===== src/rtl/tile_serializer.sv =====
// Tile serializer: picks the lowest-indexed pending warp tile, buffers its pixels and
// streams them over valid/ready. Define TILE_SERIALIZER_SERPENTINE_EN for serpentine scan order.
module tile_serializer #(
  parameter int WARP_WIDTH     = 8,
  parameter int WARP_HEIGHT    = 8,
  parameter int TILE_WIDTH     = 8,
  parameter int TILE_HEIGHT    = 8,
  parameter int NUM_TILES      = WARP_WIDTH * WARP_HEIGHT,
  parameter int TILE_IDX_WIDTH = $clog2(NUM_TILES),
  parameter int COLORS         = 3,
  parameter int COLOR_DEPTH    = 8,
  parameter int DATA_WIDTH     = COLORS * COLOR_DEPTH
) (
  input  logic                          clk,
  input  logic                          rst,
  input  logic                          enable,
  input  logic [NUM_TILES-1:0]          tile_valid,
  input  logic [DATA_WIDTH-1:0]         tile_in [TILE_WIDTH][TILE_HEIGHT],
  output logic [TILE_IDX_WIDTH-1:0]     tile_sel,
  output logic                          tile_ack,
  output logic [DATA_WIDTH-1:0]         pix_data,
  output logic                          pix_valid,
  input  logic                          pix_ready,
  output logic                          pix_last,
  output logic [$clog2(TILE_WIDTH)-1:0] pix_x,
  output logic [$clog2(TILE_HEIGHT)-1:0] pix_y,
  output logic                          busy
);

  localparam int PIX = TILE_WIDTH * TILE_HEIGHT;
  localparam int CW  = $clog2(PIX);
  localparam int XW  = $clog2(TILE_WIDTH);
  localparam int YW  = $clog2(TILE_HEIGHT);

  typedef enum logic [1:0] {IDLE, LOAD, STREAM, ACK} state_t;

  state_t                  state, state_next;
  logic [NUM_TILES-1:0]    served;
  logic [NUM_TILES-1:0]    pending;
  logic [TILE_IDX_WIDTH-1:0] first_idx;
  logic [CW-1:0]           count;
  logic                    last_pix;
  logic [XW-1:0]           col;
  logic [XW-1:0]           x_scan;
  logic [YW-1:0]           row;
  logic                    streaming;
  logic [DATA_WIDTH-1:0]   buffer [TILE_WIDTH][TILE_HEIGHT];

  assign pending  = tile_valid & ~served;
  assign last_pix = (count == CW'(PIX - 1));

  // Lowest set index wins: scan downward so the last hit is the smallest index.
  always_comb begin
    first_idx = '0;
    for (int i = NUM_TILES - 1; i >= 0; i--) begin
      if (pending[i]) first_idx = TILE_IDX_WIDTH'(i);
    end
  end

  // NOTE: every variable written in always_comb gets a default first, so no path infers a latch.
  always_comb begin
    state_next = state;
    case (state)
      IDLE:    if (enable && (|pending)) state_next = LOAD;
      LOAD:    state_next = STREAM;
      STREAM:  if (pix_ready && last_pix) state_next = ACK;
      ACK:     state_next = IDLE;
      default: state_next = IDLE;
    endcase
  end

  // NOTE: sequential state uses non-blocking assignments so all registers update from pre-edge values.
  always_ff @(posedge clk) begin
    if (rst) begin
      state    <= IDLE;
      tile_sel <= '0;
      served   <= '0;
      count    <= '0;
    end else begin
      state  <= state_next;
      served <= served & tile_valid;
      case (state)
        IDLE:    if (state_next == LOAD) tile_sel <= first_idx;
        LOAD: begin
          served[tile_sel] <= 1'b1;
          count            <= '0;
        end
        // The counter stops on the last pixel instead of wrapping.
        STREAM:  if (pix_ready && !last_pix) count <= count + 1'b1;
        default: ;
      endcase
    end
  end

  // NOTE: the pixel buffer is storage, not control; it is not reset because outputs are gated outside STREAM.
  always_ff @(posedge clk) begin
    if (state == LOAD) buffer <= tile_in;
  end

  assign streaming = (state == STREAM);
  assign col       = XW'(count % CW'(TILE_WIDTH));
  assign row       = YW'(count / CW'(TILE_WIDTH));

`ifdef TILE_SERIALIZER_SERPENTINE_EN
  assign x_scan = row[0] ? (XW'(TILE_WIDTH - 1) - col) : col;
`else
  assign x_scan = col;
`endif

  assign pix_valid = streaming;
  assign pix_last  = streaming && last_pix;
  assign pix_x     = streaming ? x_scan : '0;
  assign pix_y     = streaming ? row : '0;
  assign pix_data  = streaming ? buffer[x_scan][row] : '0;
  assign tile_ack  = (state == ACK);
  assign busy      = (state != IDLE);

endmodule


===== config.mk =====
export PLATFORM = sky130hd
export DESIGN_NAME = tile_serializer
export DESIGN_NICKNAME = d
export VERILOG_FILES = /design/src/rtl/tile_serializer.sv
export SDC_FILE = /design/constraint.sdc
export NUM_CORES = 2
export LEC_CHECK = 0
export BUFFER_PORTS_ARGS = -buffer_cell sky130_fd_sc_hd__buf_2
export CAP_MARGIN = 40
export CORE_AREA = 10 10 624 626
export CTS_BUF_LIST = sky130_fd_sc_hd__clkbuf_16
export CTS_CLUSTER_SIZE = 28
export DETAILED_ROUTE_END_ITERATION = 8
export DIE_AREA = 0 0 634 636
export GPL_ROUTABILITY_DRIVEN = 0
export RECOVER_POWER = 100
export REMOVE_ABC_BUFFERS = 1
export SYNTH_ARGS = -nofsm -noshare
export SYNTH_HDL_FRONTEND = slang
export SYNTH_SLANG_ARGS = --single-unit

===== constraint.sdc =====
create_clock -name clk -period 76.4 [get_ports clk]
set_input_delay 7.64 -clock clk [delete_from_list [all_inputs] [get_ports clk]]
set_output_delay 7.64 -clock clk [all_outputs]
set_load 0.03 [all_outputs]

# Yosys cells after proc, flatten, opt, wreduce, memory -nomap -nowiden
# Cells that the tools add are included.
# totals
in_bits	1604
elab_cells	178
regBits	1614
# classes
reduce_logical	12
n_addsub	1
magnitude_cmp	4
eq_ne	6
bitwise	6
muxes	81
# op_table
cell	count
binary-select mux 192 bit (select 3 bit)	1
two-way mux 6 bit	65
two-way mux 192 bit	2
bitwise AND 64 bit	2
binary-select mux 24 bit (select 3 bit)	1
two-way mux 24 bit	3
two-way mux 64 bit	1
NOT 64 bit	1
bitwise OR 64 bit	1
OR reduction 64 bit	1
case mux 6 bit (2 select lines)	1
greater-or-equal comparator 4 bit, second input constant	2
NOT 3 -> 4 bit	2
case mux 2 bit (4 select lines)	1
less-than comparator 6 x 7 -> 1 bit, second input constant	1
adder 6 x 1 -> 6 bit, second input constant	1
demux 1 bit (select 6 bit)	1
equality test 6 bit, second input constant	1
greater-or-equal comparator 6 x 1 -> 1 bit, second input constant	1
two-way mux 3 bit	2
logical AND 1 bit	5
equality test 2 x 1 -> 1 bit, second input constant	2
equality test 2 bit, second input constant	2
two-way mux 2 bit	2
other kinds (6)	8

# Logic depth before layout (Yosys ltp)
# logic_depth
depth_word	66
depth_mapped	8

# Worst setup path before layout
# No wires, ideal clock.
# synth_path
path_type	flip-flop to flip-flop
from	reg state[0]
to	reg served[48]
path_stages_with_launch	6
n_path_buf	0
arrival_time_ps	41255
path_slack_ps	35075
path_cell_list	dfxtp_1 -> ha_1 -> nand2_1 -> nor3_1 -> a22oi_1 -> nor2_1
# synth_between
elab_chain_cells	2
# synth_lines
element	line_no	source
from (decl)	37	state_t state, state_next;
from (signal assigned)	80	state <= state_next;
equality test 2 x 1 -> 1 bit	82	case (state)
two-way mux 64 bit	82	
to (signal assigned)	81	served <= served & tile_valid;
to (decl)	38	logic [NUM_TILES-1:0] served;
# Every way passes these cells.
# A chain may end at the register's enable or synchronous reset.

# Worst setup path in the final report
# layout_path
from	reg state[0]
to	reg buffer[922] in the netlist's numbering (enable)
# layout_between
elab_chain_cells	1
# layout_lines
element	line_no	source
equality test 2 x 1 -> 1 bit	97	if (state == LOAD) buffer <= tile_in;
to (signal assigned)	97	
to (decl)	47	logic [DATA_WIDTH-1:0] buffer [TILE_WIDTH][TILE_HEIGHT];
# Every way passes these cells.

==> flow_metrics.tcl <==
set metrics [dict create \
    io_pins 1644 \
    place_inst 9323 \
    routed_wl_um 343000 \
    ctsRootBufferMaster "clkbuf_16" \
    yosysSeqAreaShare 0.765 \
    grt_pass1_vias 40276 \
    placed_area_sq_um 77100 \
    syn_area_sq_um 62300 \
    antenna_found_initial 377 \
    grt_max_degree 160 \
    violations "antenna rules, capacitance limit, slew limit" \
    core_region_area_sq_um 377000 \
    crit_family "buffers and inverters" \
    worstPathRequired_ns 76.79 \
    cp_max_fo 159 \
    first_iter_violations 5157 \
    r2r-start "state[0]$_SDFF_PP0_" \
    yosysTopAreaCellShare 0.740 \
    outcome "complete, but fails checks" \
    yosysWarnings 0 \
    fp-row-count 226 \
    fp.dieW_um 634 \
    critPathLaunchType "register" \
    syn_area_per_cell_sq_um 22.8 \
    clock_latency_ns 0.88 \
    timing.rr.end "buffer[922]$_DFFE_PP_" \
    layout_commonest_cell "edfxtp_1" \
    clkTransAtPathRegs_ns 0.07 \
    fillers 39682 \
    fin_crit_sh 0.397 \
    cts_num_sinks 1614 \
    grt_pass1_wl_um 433000 \
    max_stage_delay_ns 6.09 \
    cp-end-kind "register" \
    die_y_um 636 \
    yosys-top-cells-area "edfxtp_1 (74%), mux4_2 (17%), dfxtp_1 (2.5%), mux2i_1 (0.80%), a22oi_1 (0.75%)" \
    cp_cell_sequence "ha_1 > clkbuf_1 > clkbuf_1 > clkbuf_1 > clkbuf_1 > clkbuf_1 > clkbuf_1 > clkbuf_1 > clkbuf_1" \
    hold_slack_ns 0.505 \
    initial_utilization 0.165 \
    viasPerCell 4.08 \
    post-route-min-period_ns 30.36 \
    combPwrFrac 0.157 \
    drtPass1Iterations 6 \
    via_count 40130 \
    area_growth_pct 32.9 \
    cts_tree "done" \
    final.setup_skew_ns 0.0451 \
    pwr-share-clk 0.331 \
    switching_share 0.281 \
    synth-seq-cells 1614 \
    whs_endpoint "served[36]$_SDFF_PP0_" \
    cap_violations 33 \
    globalRouteOverflowTotal 0 \
    cp.arrival_ns 30.74 \
    ir_drop_mv 0.0232 \
    finalMaxSlewViolations 1976 \
    avgRoutedWirePerCell_um 34.9 \
    rsz0062_at_grt "false" \
    cts_buffers 190 \
    worst_pin_slew_ns 8.56 \
    pwr-share-seq 0.512 \
    critical_path.slowest_cell "clkbuf_1" \
    fin_total_pwr_uw 2840 \
    antenna_left 1 \
    drcViolationCount 0 \
    dieArea_sq_um 403000 \
    finalHoldViolations 0 \
    yosysTopAreaCell "edfxtp_1" \
    min_path_cells 2 \
    reg2regPathDepth 9 \
    dpl.hpwl_um 286000 \
    final_cells 9837 \
    track_usage 0.163 \
    clockBufferDepth 4 \
    postCtsHoldBufs 0 \
    synth_top_flop_cell "edfxtp_1" \
    leakage_uw 0.0268 \
    cts_setup_buffers 0 \
    worst_path_most_repeated_cell "clkbuf_1" \
    cts_resized 0 \
    hp-start "served[36]$_SDFF_PP0_" \
    setup_viol 0 \
    synth_edf_count 1536 \
    internal-power_uw 2040 \
    crit_type "register to register" \
    syn_inst 2731 \
    cts_max_level 4 \
    powerDensity_nw_per_um2 34.3 \
    fin_setup_tns_ns 0 \
    synth-async-reset-ratio 0 \
    synth_cell_types 55 \
    p_sw_uw 796 \
    cp_num_buf_inv 8 \
    ff2ff_setup_slack_ns 46.04 \
    max_freq_mhz 32.9 \
    stdcell_area_sq_um 82800 \
    drive_gt1_frac 0.420 \
    max-slew-margin-rel -4.71 \
    most-common-layout-cells "edfxtp_1 (1536), buf_2 (1143), clkbuf_1 (545)" \
    nets 6109 \
    io_buffer_count 1643 \
    hold_class "register to register" \
]
[logic make-up after synthesis]
| logic type | after synthesis | share of synthesized area |
|---|---|---|
| fa+ha+maj | 5 | 0.00100 |
| buf+inv | 143 | 0.00956 |
| simple gates | 281 | 0.0247 |
| compound gates | 157 | 0.0177 |
| flops | 1614 | 0.765 |
| mux | 531 | 0.182 |
[cells in the mapped netlist, types with 2 or more instances]
master	count
o21ai_0	13
a21oi_1	17
mux4_2	480
nor4_4	2
edfxtp_1	1536
nand3b_1	3
a41oi_1	2
o31ai_1	7
a2111oi_0	3
clkbuf_1	68
a211oi_1	7
a32oi_1	2
nand4_1	11
a31oi_1	4
mux2i_1	50
and2_1	8
buf_4	3
nor2b_1	51
nand2_1	20
nor4_1	8
nand2b_1	38
o22ai_1	24
dfxtp_1	78
nor2b_4	3
buf_1	27
inv_1	7
and3b_1	2
nor3b_1	4
nor4b_1	2
ha_1	5
nand3_1	5
a21boi_0	2
o2111ai_1	2
buf_2	38
nor3_1	12
nor2_1	102
o41ai_1	3
a22oi_1	62
or4_4	4
[layer usage]
layer  vias to the layer above  share of wire  track usage
met2                      3038           0.47        0.270
met1                     20642           0.37        0.194
met4                       114          0.045       0.0578
li1                      15473              -            -
met5                         -         0.0021            0
met3                       863           0.11       0.0597
[power by group through the flow]
| stage | combinational [uW] | clock (uW) | sequential [uW] |
|---|---|---|---|
| floorplan | 319 | 0 | 1860 |
| global placement | 446 | 0 | 1430 |
| detailed placement | 472 | 0 | 1420 |
| CTS | 472 | 963 | 1410 |
| global route | 479 | 996 | 1470 |
| finish | 446 | 939 | 1450 |
[worst register-to-register path: stages (launching register included)]
cell      delay (ns)
dfxtp_1         0.41
ha_1            1.79
clkbuf_1        0.27
clkbuf_1        2.73
clkbuf_1        2.50
clkbuf_1        6.13
clkbuf_1        6.05
clkbuf_1        6.12
clkbuf_1        1.11
clkbuf_1        2.66
[final cells by class]
class                      count  area (sq um)  area share
antenna                      174           435     0.00526
clock buffer                 192          4800      0.0580
clock inverter               147          1490      0.0180
inverter                       7          26.3    0.000317
multi-input combinational    974         14000       0.169
sequential                  1614         47700       0.576
tap                         5016          6280      0.0758
timing repair buffer        1713          8050      0.0972
[sequential cells by signal (all words and copies together) (netlist names)]
register / count
served: 64
buffer: 1536
tile_sel: 6
count: 6
state: 2
[how the worst max path moves through the flow]
stage,from,endpoint,slack [ns],cells past startpoint
2_1_floorplan,state[0]$_SDFF_PP0_,served[48]$_SDFF_PP0_,35.08,5
3_3_place_gp,count[0]$_SDFFE_PP0P_,pix_data[4],64.03,8
3_5_place_dp,count[0]$_SDFFE_PP0P_,pix_data[4],63.92,8
4_1_cts,count[0]$_SDFFE_PP0P_,pix_data[4],62.94,8
5_1_grt,state[0]$_SDFF_PP0_,buffer[922]$_DFFE_PP_,43.11,9
6_report,state[0]$_SDFF_PP0_,buffer[922]$_DFFE_PP_,46.04,9
[stage by stage]
step                worst slack, ns  utilization
global placement              64.03        0.203
detailed placement            63.92        0.205
global route                  43.11        0.219
finish                        46.04        0.220
floorplan                     35.08            -
CTS                           62.94        0.221
Note: power is estimated with default switching activity, not from simulation.
